===== src/rtl/sm1_sched_pkg.sv =====
// rtl/sm1_sched_pkg.sv - shared types and defaults for the SM1 frame scheduler
// Purpose: scheduler FSM state encoding and default sizing.
// Ports: none (package).
package sm1_sched_pkg;

  typedef enum logic [2:0] {
    IDLE,
    CLEAR,
    SHIFT,
    DRAIN,
    REPORT
  } sched_state_t;

  localparam int DEF_N_REQ   = 4;
  localparam int DEF_FRAME_W = 8;

endpackage


===== src/rtl/sm1_frame_scheduler_rr_arbiter.sv =====
// rtl/sm1_frame_scheduler_rr_arbiter.sv - combinational round-robin picker
// Purpose: grants the first set request after ptr, wrapping modulo N_REQ.
// Ports:
//   req    in   N_REQ   request levels
//   ptr    in   IDX_W   index of the last served requester (lowest priority)
//   grant  out  N_REQ   one-hot winner, zero when no request
//   any    out  1       at least one request present
module rr_arbiter #(
  parameter int N_REQ = 4,
  parameter int IDX_W = $clog2(N_REQ)
) (
  input  logic [N_REQ-1:0] req,
  input  logic [IDX_W-1:0] ptr,
  output logic [N_REQ-1:0] grant,
  output logic             any
);

  logic             found;
  logic [IDX_W-1:0] idx;

  always_comb begin
    grant = '0;
    found = 1'b0;
    idx   = '0;
    // Scan ptr+1, ptr+2, ... so the previous owner is considered last.
    for (int off = 1; off <= N_REQ; off++) begin
      idx = IDX_W'((int'(ptr) + off) % N_REQ);
      if (!found && req[idx]) begin
        grant[idx] = 1'b1;
        found      = 1'b1;
      end
    end
  end

  assign any = |req;

endmodule


===== src/rtl/sm1_frame_scheduler.sv =====
// rtl/sm1_frame_scheduler.sv - time-shares one SM1 detector among requesters
// Purpose: round-robin picks a requester, clears SM1, shifts its frame in
// MSB-first, counts SM1 output pulses and reports the count with a done pulse.
// Ports:
//   clock       in   1              rising-edge clock
//   reset       in   1              synchronous, active-low
//   req         in   N_REQ          level request per requester
//   frame_data  in   N_REQ*FRAME_W  frame of requester i at [i*FRAME_W +: FRAME_W]
//   gnt         out  N_REQ          one-hot 1-cycle pulse, frame latched
//   done        out  N_REQ          one-hot 1-cycle pulse, hits valid
//   hits        out  CNT_W          pulse count of last frame, held until next done
//   busy        out  1              high outside IDLE
//   sm_reset    out  1              SM1 reset, active-high
//   sm_entrada  out  1              SM1 serial input
//   sm_saida    in   1              SM1 output (registered in SM1)
module sm1_frame_scheduler
  import sm1_sched_pkg::*;
#(
  parameter int N_REQ   = DEF_N_REQ,
  parameter int FRAME_W = DEF_FRAME_W,
  parameter int CNT_W   = $clog2(FRAME_W + 1)
) (
  input  logic                       clock,
  input  logic                       reset,
  input  logic [N_REQ-1:0]           req,
  input  logic [N_REQ*FRAME_W-1:0]   frame_data,
  output logic [N_REQ-1:0]           gnt,
  output logic [N_REQ-1:0]           done,
  output logic [CNT_W-1:0]           hits,
  output logic                       busy,
  output logic                       sm_reset,
  output logic                       sm_entrada,
  input  logic                       sm_saida
);

  localparam int IDX_W = $clog2(N_REQ);
  localparam logic [CNT_W-1:0] LAST_BIT = CNT_W'(FRAME_W - 1);

  sched_state_t       state, state_d;
  logic [IDX_W-1:0]   rr_ptr, rr_ptr_d;
  logic [IDX_W-1:0]   owner, owner_d;
  logic [FRAME_W-1:0] frame_q, frame_d;
  logic [CNT_W-1:0]   bit_cnt, bit_d;
  logic [CNT_W-1:0]   hit_cnt, hit_d;
  logic [CNT_W-1:0]   hit_inc;
  logic [N_REQ-1:0]   gnt_d, done_d;
  logic [CNT_W-1:0]   hits_d;
  logic               busy_d, sm_reset_d, sm_entrada_d;

  logic [N_REQ-1:0]   arb_gnt;
  logic               arb_any;
  logic [IDX_W-1:0]   win_idx;
  logic [FRAME_W-1:0] win_frame;

  rr_arbiter #(
    .N_REQ (N_REQ),
    .IDX_W (IDX_W)
  ) u_arb (
    .req   (req),
    .ptr   (rr_ptr),
    .grant (arb_gnt),
    .any   (arb_any)
  );

  always_comb begin
    win_idx   = '0;
    win_frame = '0;
    for (int i = 0; i < N_REQ; i++) begin
      if (arb_gnt[i]) begin
        win_idx   = IDX_W'(i);
        win_frame = frame_data[i*FRAME_W +: FRAME_W];
      end
    end
  end

  // SM1 output lags its input by one cycle, so the sample taken in a given
  // cycle belongs to the bit driven in the previous cycle.
  assign hit_inc = hit_cnt + CNT_W'(sm_saida);

  // Outputs are registered: everything below is the value for the next cycle.
  always_comb begin
    state_d      = state;
    rr_ptr_d     = rr_ptr;
    owner_d      = owner;
    frame_d      = frame_q;
    bit_d        = bit_cnt;
    hit_d        = hit_cnt;
    gnt_d        = '0;
    done_d       = '0;
    hits_d       = hits;
    sm_reset_d   = 1'b1;
    sm_entrada_d = 1'b0;

    case (state)
      IDLE: begin
        if (arb_any) begin
          owner_d = win_idx;
          frame_d = win_frame;
          gnt_d   = arb_gnt;
          state_d = CLEAR;
        end
      end
      CLEAR: begin
        hit_d        = '0;
        bit_d        = '0;
        sm_reset_d   = 1'b0;
        sm_entrada_d = frame_q[FRAME_W-1];
        frame_d      = frame_q << 1;
        state_d      = SHIFT;
      end
      SHIFT: begin
        // The first SHIFT cycle still sees the cleared SM1 output.
        if (bit_cnt != '0) begin
          hit_d = hit_inc;
        end
        sm_reset_d = 1'b0;
        if (bit_cnt == LAST_BIT) begin
          state_d = DRAIN;
        end else begin
          bit_d        = bit_cnt + CNT_W'(1);
          sm_entrada_d = frame_q[FRAME_W-1];
          frame_d      = frame_q << 1;
        end
      end
      DRAIN: begin
        // Picks up the response to the last frame bit.
        hit_d    = hit_inc;
        hits_d   = hit_inc;
        done_d   = N_REQ'(1) << owner;
        rr_ptr_d = owner;
        state_d  = REPORT;
      end
      REPORT: begin
        state_d = IDLE;
      end
      default: begin
        state_d = IDLE;
      end
    endcase

    busy_d = (state_d != IDLE);
  end

  always_ff @(posedge clock) begin
    if (!reset) begin
      state      <= IDLE;
      rr_ptr     <= IDX_W'(N_REQ - 1);
      owner      <= '0;
      frame_q    <= '0;
      bit_cnt    <= '0;
      hit_cnt    <= '0;
      gnt        <= '0;
      done       <= '0;
      hits       <= '0;
      busy       <= 1'b0;
      sm_reset   <= 1'b1;
      sm_entrada <= 1'b0;
    end else begin
      state      <= state_d;
      rr_ptr     <= rr_ptr_d;
      owner      <= owner_d;
      frame_q    <= frame_d;
      bit_cnt    <= bit_d;
      hit_cnt    <= hit_d;
      gnt        <= gnt_d;
      done       <= done_d;
      hits       <= hits_d;
      busy       <= busy_d;
      sm_reset   <= sm_reset_d;
      sm_entrada <= sm_entrada_d;
    end
  end

endmodule

===== config.mk =====
export PLATFORM = sky130hd
export DESIGN_NAME = sm1_frame_scheduler
export DESIGN_NICKNAME = d
export VERILOG_FILES = /design/src/rtl/sm1_sched_pkg.sv /design/src/rtl/sm1_frame_scheduler_rr_arbiter.sv /design/src/rtl/sm1_frame_scheduler.sv
export SDC_FILE = /design/constraint.sdc
export NUM_CORES = 1
export LEC_CHECK = 0
export CAP_MARGIN = 20
export CORE_MARGIN = 5
export CORE_UTILIZATION = 52
export DETAILED_ROUTE_END_ITERATION = 10
export MAX_ROUTING_LAYER = met4
export PLACE_DENSITY = 0.81
export SKIP_LAST_GASP = 1
export SLEW_MARGIN = 20
export SYNTH_ARGS = -nofsm -noshare
export SYNTH_HDL_FRONTEND = slang
export SYNTH_SLANG_ARGS = --single-unit

===== constraint.sdc =====
create_clock -name clock -period 4 [get_ports clock]
set_clock_uncertainty 0.15 [all_clocks]
set_input_delay 0.8 -clock clock [delete_from_list [all_inputs] [get_ports clock]]
set_output_delay 0.8 -clock clock [all_outputs]
set_load 0.05 [all_outputs]

### Yosys cells after proc, flatten, opt, wreduce, memory -nomap -nowiden

Cells that the tools add are included.

| operators by class | value |
|---|---|
| shifts and indexed selects | 1 |
| multiplexer cells | 43 |
| reductions and logical operators | 24 |
| equal/unequal tests | 7 |
| add/subtract/negate cells | 6 |
| order comparisons | 8 |
| $mul | 0 |
| div/mod/pow operators | 0 |
| bitwise gates (word level) | 3 |

Operators by type and width:

| operator | number |
|---|---|
| $mux W8 | 6 |
| $mux W4 | 6 |
| $pmux W8 S3 | 1 |
| $mux W1 | 14 |
| $lt A2 B3 Y1 const B | 4 |
| $or A4 B4 Y4 | 3 |
| $pmux W3 S4 | 1 |
| $pmux W4 S3 | 1 |
| $reduce_bool A3 Y1 | 3 |
| $bmux W1 S2 | 4 |
| $demux W1 S2 | 4 |
| $ge A2 B1 Y1 const B | 4 |
| $pmux W4 S2 | 1 |
| $reduce_and A2 Y1 | 4 |
| $logic_and A1 B1 Y1 | 7 |
| $eq A3 B2 Y1 const B | 2 |
| $mux W3 | 2 |
| $ne A2 B2 Y1 const B | 3 |
| $reduce_and A3 Y1 | 2 |
| $add A2 B1 Y2 const B | 2 |
| $add A2 B2 Y2 const B | 2 |
| $add A4 B1 Y4 | 1 |
| $add A4 B1 Y4 const B | 1 |
| $eq A4 B3 Y1 const B | 1 |
| 10 further kinds | 13 |

| word-level totals | value |
|---|---|
| memories kept | 0 |
| bits in read-only memories | 0 |
| bits in registers | 38 |
| output and inout port bits | 15 |
| bits of input ports | 39 |
| memory bits (writable) | 0 |
| bits in latches | 0 |
| word-level logic and storage cells | 104 |

### Logic depth before layout (Yosys ltp)

Gate-level depths: netlist (run 1).

| depth | value |
|---|---|
| depth in word-level cells | 19 |
| depth in mapped cells | 10 |
| gate-level depth less buffers | 8 |

### By module

A second synthesis (run 1) with hierarchy kept.

| unflattened totals | value |
|---|---|
| cells, all modules | 254 |
| area, all modules | 2,180.8 um2 |

By module, submodules not included:

| module | instances | area an instance (um2) | cells an instance | seq. area each (um2) |
|---|---|---|---|---|
| sm1_frame_scheduler | 1 | 1,815.5 | 215 | 760.7 |
| rr_arbiter | 1 | 365.4 | 39 | 0.0 |

### Worst setup path before layout (run 1)

No wires, ideal clock.

| path | value |
|---|---|
| path type | flip-flop to flip-flop |
| start point | reg rr_ptr[0] |
| end point | reg frame_q[1] |
| path buffers | 2 |
| library setup time | 79 ps |
| path slack | 1,159 ps |
| arrival | 2,613 ps |
| period minus slack after synthesis | 2,841 ps |
| required time | 3,771 ps |
| stages on the path, launching flop included | 11 |
| path through | dfxtp_1 -> buf_6 -> inv_1 -> ha_1 -> mux4_2 -> or3b_1 -> a31oi_2 -> nor2_2 -> buf_6 -> o2111ai_2 -> o221ai_2 |

| on the way | value |
|---|---|
| longest elaborated chain between the ends | 19 |
| elaborated cells on any way between the ends | 54 |
| classes of those cells | 4 x add/sub; 8 x order compare; 29 x mux; 3 x bitwise; 10 x reduce/logical |

Ends and longest elaborated chain:

| what | RTL line | RTL |
|---|---|---|
| start: declaration | sm1_frame_scheduler.sv:40 | `logic [IDX_W-1:0] rr_ptr, rr_ptr_d;` |
| start signal: assignment | sm1_frame_scheduler.sv:147 | `rr_ptr <= IDX_W'(N_REQ - 1);` |
| start signal: assignment | sm1_frame_scheduler.sv:160 | `rr_ptr <= rr_ptr_d;` |
| branches (longest 12 deep; another with $lt A2 B3 Y1) | -- |  |
| $mux W4 (*) | sm1_frame_scheduler_rr_arbiter.sv:28 | `if (!found && req[idx]) begin` |
| $mux W8 (3 in a row) | sm1_frame_scheduler.sv:69 | `if (arb_gnt[i]) begin` |
| $mux W8 (*) | sm1_frame_scheduler.sv:69 |  |
| $mux W8 (*) | sm1_frame_scheduler.sv:96 | `if (arb_any) begin` |
| $pmux W8 S3 (*) | sm1_frame_scheduler.sv:94 | `case (state)` |
| end signal: assignment | sm1_frame_scheduler.sv:162 | `frame_q <= frame_d;` |
| end: declaration | sm1_frame_scheduler.sv:42 | `logic [FRAME_W-1:0] frame_q, frame_d;` |

Mark *: on every way between the ends. The select of a mux whose other input is x is not followed.
A chain may end at the register's enable or synchronous reset.

### Worst setup path in the final report (run 1)

| path | value |
|---|---|
| start point | reg rr_ptr[1] |
| end point | reg frame_q[2] |

The elaborated chain is that of the path after synthesis.

==> results summary, run 1 <==
The power per standard cell area is between 400 and 500 nW/um^2. The largest net degree at the start of global routing is 30. Post-CTS timing repair inserted 0 buffers for setup. In this run the worst path has a maximum fanout of 17. The library cell with the largest summed area after synthesis is sky130_fd_sc_hd__dfxtp_1. The run finished with clean final reports.

Dividing the synthesized area by the synthesized cell count gives between 8 and 9 um^2. The number of violations of the max-capacitance limit came out at 0. The count of unique library cells instantiated by Yosys is 53.

The hold violation count in the final report was 0. The first global-routing pass estimated between 9 and 10 mm of wire. For this run, design rule violations remaining after detail routing come to 0. The sequential cell area came out at between 700 and 800 um^2.

The critical path start-end classification is reg -> reg. The placeable core region came out at 4790 um^2. In the final layout, the multi-input gates occupy approximately 1600 um^2.

Among all flip-flop cells after synthesis, the most frequent one is sky130_fd_sc_hd__dfxtp_1. The number of H-tree levels came out at 2. Summed over all cells, the static leakage comes to 1.35 nW. The root buffer cell is sky130_fd_sc_hd__clkbuf_8.

The data arrival time of the critical path came out at ~3.5 ns. Prior to clock tree synthesis, the placed netlist has a worst setup slack of 0.319 ns. The number of enable flip-flop cells after synthesis is 0. The global-route usage over all layers is 19.9%.

The count of yosys warnings during synthesis is 0. The final worst-path cycle share is roughly 87%. The detailed-routing iteration count for the pre-antenna-repair pass is 4. The aggregate global routing overflow is 0. The share of the synthesized area in the top cell type came out at between 20% and 30%.

The most common cell after layout, fill and taps aside is sky130_fd_sc_hd__clkdlybuf4s50_1. The TritonCTS buffer count came out at 5. The number of placement rows is 25. The synthesis-stage register bit count came out at 38. The number of antenna violations at the first check in global routing is 0. The worst-case reg-to-reg path depth is 8. The die outline height came out at about 80 um. The clock drives 38 sinks. Gates resized during post-CTS repair numbered 0. Counting instances, the worst hold path has a depth of 1.

0 antenna diodes ended up in the layout. The via count of the first global-routing pass is 2147. The floorplan step set the die width to ~80 um. The relative slew slack came out at approximately a third. STA classifies the critical path endpoint as a register.

The total of fill cells in the finished design is around 370. For the pin with the worst max-slew slack, the measured transition is about 1.0 ns. The share of synthesized flip-flops with an asynchronous set or reset is 0%. In this run the worst hold path is classified as reg -> reg. Sequential elements use between 20% and 30% of the synthesized area. The clock reaches the later pin of the worst-skew pair after about 0.29 ns. The placer's final routability congestion estimate came out at approximately 0.80. The final-report max-slew violation count came out at 0.

The synthesis-to-layout area growth is 24.8%. The critical path required time is 4.02 ns. The hold buffer count at cts came out at 0. The cell area after technology mapping is approximately 2600 um^2. The placed wire-length estimate came out at 4.50 mm.

The total of endpoints with negative setup slack in the final report is 0. The final total negative setup slack is 0 ns. TritonCTS built the clock tree.

The count of nets left with antenna violations once routing finished came out at 0. The worst hold margin is 0.357 ns. The gate count of the mapped netlist came out at ~290. The final worst-path setup slack came out at about 0.54 ns.

Setup repair after global routing left no endpoint under its margin. The starting DRC count in detailed routing is ~110. The clock slew seen by the registers of the worst setup and hold paths came out at about 0.07 ns. The net count after synthesis is roughly 340.

Once the floorplan was initialized, standard cells occupied around 54% of the core. The number of nets in the layout is around 390. The detail-routed via count per cell came out at between 5 and 6. In the layout the commonest cells are 53 x sky130_fd_sc_hd__clkdlybuf4s50_1, 38 x sky130_fd_sc_hd__inv_1, 38 x sky130_fd_sc_hd__dfxtp_1. The maximum clock frequency came out at between 200 and 300 MHz.

The via count is about 2300. The I/O pin total is 54. The routed length per placed instance is roughly 14 um.

The number of port buffers is 53. The final wirelength is 5.82 mm. The time the worst path needs with I/O delays and setup is 3.46 ns. In the post-synthesis netlist, the biggest area contributors are sky130_fd_sc_hd__dfxtp_1 29%, sky130_fd_sc_hd__mux2i_1 7.4%, sky130_fd_sc_hd__ha_1 5.8%. The worst-case vdd ir drop is between 0.2 and 0.25 mV. The share of cells above drive strength 1 is a little over a tenth.

STA classifies the critical path startpoint as a register. The clock passes through at most 2 buffers. The overall die area came out at 6480 um^2.
==> layout make-up <==
type,count,share of cell area [%]
multi-input combinational,203,49.6
timing repair buffer,57,17.4
sequential,38,23.6
inverter,38,4.43
tap,67,2.60
clock buffer,7,2.37
==> cell usage after synthesis (4+ instances only) <==
| cell type | n |
|---|---|
| sky130_fd_sc_hd__a31oi_1 | 15 |
| sky130_fd_sc_hd__and2_1 | 5 |
| sky130_fd_sc_hd__and3_1 | 12 |
| sky130_fd_sc_hd__buf_2 | 4 |
| sky130_fd_sc_hd__clkbuf_1 | 7 |
| sky130_fd_sc_hd__dfxtp_1 | 38 |
| sky130_fd_sc_hd__ha_1 | 12 |
| sky130_fd_sc_hd__inv_1 | 38 |
| sky130_fd_sc_hd__mux2i_1 | 19 |
| sky130_fd_sc_hd__nand2_1 | 14 |
| sky130_fd_sc_hd__nor2_1 | 18 |
| sky130_fd_sc_hd__nor2b_1 | 9 |
| sky130_fd_sc_hd__nor3b_1 | 5 |
| sky130_fd_sc_hd__o2111ai_2 | 7 |
| sky130_fd_sc_hd__o21ai_0 | 20 |
| sky130_fd_sc_hd__o221ai_2 | 8 |
==> worst paths after layout <==
check / from / to / slack [ns]
worst max-delay path: rr_ptr[1] / frame_q[2] / 0.54
worst min-delay path: hits[2] / hits[2] / 0.36
worst max register to register: rr_ptr[1] / frame_q[2] / 0.54
worst min register to register: hits[2] / hits[2] / 0.36
==> logic make-up (layout without fill, tap and decap cells) <==
family | count (synthesis) | after routing | synth area share [%]
fa+ha+maj | 12 | 12 | 5.81
flops | 38 | 38 | 29.5
buf+inv | 52 | 102 | 8.62
xor+xnor | 5 | 5 | 1.70
simple gates | 85 | 85 | 18.6
compound gates | 78 | 78 | 25.3
mux | 23 | 23 | 10.6
==> through the flow <==
stage	cell area, um^2	cells	power, W	util, %
final	3220	410	0.00135	67.3
after global routing	3220	410	0.00145	67.3
after CTS	3220	410	0.00136	67.3
after detailed placement	3150	403	0.00111	65.8
after global placement	3150	403	0.00110	65.8
after floorplan	2580	293	0.000971	-
==> power by group <==
group	switching, W	total, W	internal, W	leakage, nW
logic	0.000348	0.000604	0.000256	1.00
registers	0.0000631	0.000503	0.000440	0.310
clock network	0.000123	0.000243	0.000120	0.0383
==> flip-flops by register name, summed over array words and instances, names as in the netlist <==
register / flops
rr_ptr: 2
hit_cnt: 4
state: 3
bit_cnt: 4
done: 4
gnt: 4
owner: 2
sm_entrada: 1
hits: 4
busy: 1
sm_reset: 1
frame_q: 8
==> metal layers <==
layer  part of all wire [%]  GRT usage [%]  wire [um]
met1                     45           24.9       2650
met2                     49           32.2       2830
met3                    4.7           3.48        275
met4                    1.3           7.09         75
met5                      0              -          0
==> worst max-delay path, cell delays in order, from the launching register on <==
cell and delay [ns]:
sky130_fd_sc_hd__dfxtp_1 0.51, sky130_fd_sc_hd__inv_1 0.18, sky130_fd_sc_hd__ha_1 0.41, sky130_fd_sc_hd__mux4_2 0.57, sky130_fd_sc_hd__or3b_1 0.20, sky130_fd_sc_hd__a31oi_2 0.10, sky130_fd_sc_hd__nor2_2 0.77, sky130_fd_sc_hd__mux2i_1 0.32
sky130_fd_sc_hd__o221ai_2 0.11
Note: power is estimated with default switching activity, not from simulation.
==> run 2, diff against run 1 <==
--- a/config.mk
+++ b/config.mk
@@ -12,7 +12,7 @@
 export MAX_ROUTING_LAYER = met4
 export PLACE_DENSITY = 0.81
 export SKIP_LAST_GASP = 1
-export SLEW_MARGIN = 20
+export SLEW_MARGIN = 30
 export SYNTH_ARGS = -nofsm -noshare
 export SYNTH_HDL_FRONTEND = slang
 export SYNTH_SLANG_ARGS = --single-unit
==> run 2 against run 1 <==
Routed wire length shrank 0.17%. Flip-flop and latch count is the same. Sequential power about the same. Final cell count stayed put. Die area stayed put. Via count rose by 0.22%. Worst setup slack better by 0.31 ns. Total power about the same. Core utilization is 0.10 points higher. Register-to-register slack better by 0.31 ns. Final area up 0.16%. Maximum frequency up 9.7%. Highest routed layer unchanged.
==> results summary, run 2 (synthesis gave the netlist of run 1 again) <==
The maximum clock frequency came out at 317 MHz. The final critical path takes up 78.9% of the cycle. OpenSTA, run right after detailed placement, puts the worst setup slack at ~0.32 ns.

The starting DRC count in detailed routing came out at 94. The congestion estimate from routability-driven global placement came to approximately 0.80. The area of combinational cells with multiple inputs came out at 1600 um^2. The overall die area came out at approximately 6500 um^2. The horizontal die dimension is between 80 and 90 um.

The count of buffers added on input and output ports is 53. The final worst-path setup slack is approximately 0.84 ns. The relative slew slack is between 60% and 70%.

The final-report max-slew violation count is 0. The hold violation count in the final report came to 0. Setup repair after global routing left no endpoint under its margin. The floorplan step defined a core boundary enclosing about 4800 um^2.

The initial core utilization is between 50% and 60%. The sequential cell area came out at 761 um^2. The hold buffer count at cts is 0. The detailed router used layers up to and including met4. Leaving out fill and tap cells, the most frequent cell in the layout is sky130_fd_sc_hd__clkdlybuf4s50_1. The TritonCTS buffer count came out at 5. The aggregate global routing overflow is 0. The static leakage came out at 1.35 nW. The layout has about 370 filler cells. The number of clock sinks came out at 38.

The measured slew at the worst slew-check pin came out at between 0.5 and 0.6 ns. The global-route usage over all layers is approximately a fifth. In this run the vertical extent of the chip is about 80 um. The detailed-routing iteration count for the pre-antenna-repair pass is 4. The number of antenna violations at the first check in global routing was 0. The number of nets in the layout is approximately 390. After detailed routing, the number of remaining DRC violations is 0. The number of H-tree levels came out at 2.

The tool flagged a number of max-cap violations equal to 0. The tree is rooted in a sky130_fd_sc_hd__clkbuf_8. The synthesis-to-layout area growth came out at 25.0%. The detail-routed via count per cell is approximately 5.6. By startpoint and endpoint, the worst setup path is classified as reg -> reg. Wire segments on met3 add up to ~260 um in the final route. The top fanout value on the critical path came out at 17.

After detailed routing, the total wire length is about 5.8 mm. The placed wire-length estimate is around 4.5 mm. The class of the tightest hold or removal check is reg -> reg. The worst-case vdd ir drop came out at between 0.2 and 0.25 mV. For the finished layout, the period the worst path requires is ~3.2 ns. The via count came out at 2287. The nature of the critical path endpoint is a register. The wire length of the first global-routing pass came out at roughly 9.8 mm. For the worst flop-to-flop path, the logic depth is 8. In this run the post-CTS setup repair buffer count came out at 0. After detailed routing, the average wire length per cell comes to about 14 um.

The count of instances resized after the clock tree is built came out at 0. The register with the most flip-flops in the layout has 8 of them. The number of antenna repair diodes is 0.

The top cell types in the final layout, fill and taps aside, are 53 x sky130_fd_sc_hd__clkdlybuf4s50_1, 38 x sky130_fd_sc_hd__inv_1, 38 x sky130_fd_sc_hd__dfxtp_1. At the later pin of the worst-skew pair, clock insertion delay measures 0.29 ns. The amount of wire on met2 after detailed routing is about 2.8 mm. STA classifies the critical path startpoint as a register.

The via count of the first global-routing pass is roughly 2100. The I/O pin total came out at 54. The register containing the most flip-flops in the final layout is frame_q. After routing, the total negative slack on setup checks comes to 0 ns. Once detail routing completed, the nets flagged for antenna violations numbered 0.

After detailed routing, the wire length on met1 is approximately 2.7 mm. Setup violations remaining at the end of the flow were counted as 0. The share of cells above drive strength 1 came out at a little over a tenth.

The count of cells along the worst hold path came out at 1. The initialized floorplan defines 25 standard-cell rows. The flow ran to the end, and the final reports show no timing, DRC or antenna violations. The largest net degree at the start of global routing is 30.

In this run the deepest clock path goes through 2 buffers. The data arrival time of the critical path is between 3 and 4 ns. The power per standard cell area came out at about 420 nW/um^2. The clock tree from TritonCTS is done. Clock-pin slew was measured on the worst setup and hold paths at roughly 0.070 ns.

The critical path required time is approximately 4 ns.
## run 2: changes by cell type in the layout (fill, tap and decap cells not counted)
cell | before | now
sky130_fd_sc_hd__nor2_4 | 0 | 1
sky130_fd_sc_hd__nor2_2 | 1 | 0
## run 2: worst paths after layout
| kind | end | start | slack [ns] |
|---|---|---|---|
| worst min register to register | hits[2] | hits[2] | 0.36 |
| worst min-delay path | hits[2] | hits[2] | 0.36 |
| worst max-delay path | frame_q[2] | rr_ptr[1] | 0.84 |
| worst max register to register | frame_q[2] | rr_ptr[1] | 0.84 |
## run 2: routing by layer
metal,track usage [%],vias up
li1,-,1161
met4,7.09,0
met3,3.48,8
met2,32.2,57
met1,24.9,1061
met5,-,-
## run 2: final cells by class
cell class,count,area share [%]
multi-input combinational,203,49.7
clock buffer,7,2.36
sequential,38,23.6
inverter,38,4.42
tap,67,2.60
timing repair buffer,57,17.4
## run 2: worst max-delay path: stages (launching register included)
cell and delay (ns):
sky130_fd_sc_hd__dfxtp_1 0.52, sky130_fd_sc_hd__inv_1 0.18, sky130_fd_sc_hd__ha_1 0.41, sky130_fd_sc_hd__mux4_2 0.56, sky130_fd_sc_hd__or3b_1 0.20, sky130_fd_sc_hd__a31oi_2 0.12
sky130_fd_sc_hd__nor2_4 0.47, sky130_fd_sc_hd__mux2i_1 0.31, sky130_fd_sc_hd__o221ai_2 0.11
## run 2: through the flow
step / area, um^2 / std cells / hold slack, ns / utilization (%) / total power (W)
6_report: 3230 / 410 / 0.357 / 67.5 / 0.00135
5_1_grt: 3230 / 410 / 0.373 / 67.5 / 0.00145
4_1_cts: 3220 / 410 / 0.361 / 67.3 / 0.00136
3_5_place_dp: 3150 / 403 / 0.346 / 65.8 / 0.00111
3_3_place_gp: 3150 / 403 / 0.337 / 65.8 / 0.00110
2_1_floorplan: 2580 / 293 / 0.304 / - / 0.000971
## run 2: power breakdown
group	leakage [nW]	switching [W]	internal (W)	total, W
sequential	0.310	0.0000633	0.000440	0.000503
clock	0.0383	0.000122	0.000120	0.000242
combinational	1.00	0.000349	0.000256	0.000605
total	1.35	0.000535	0.000816	0.00135
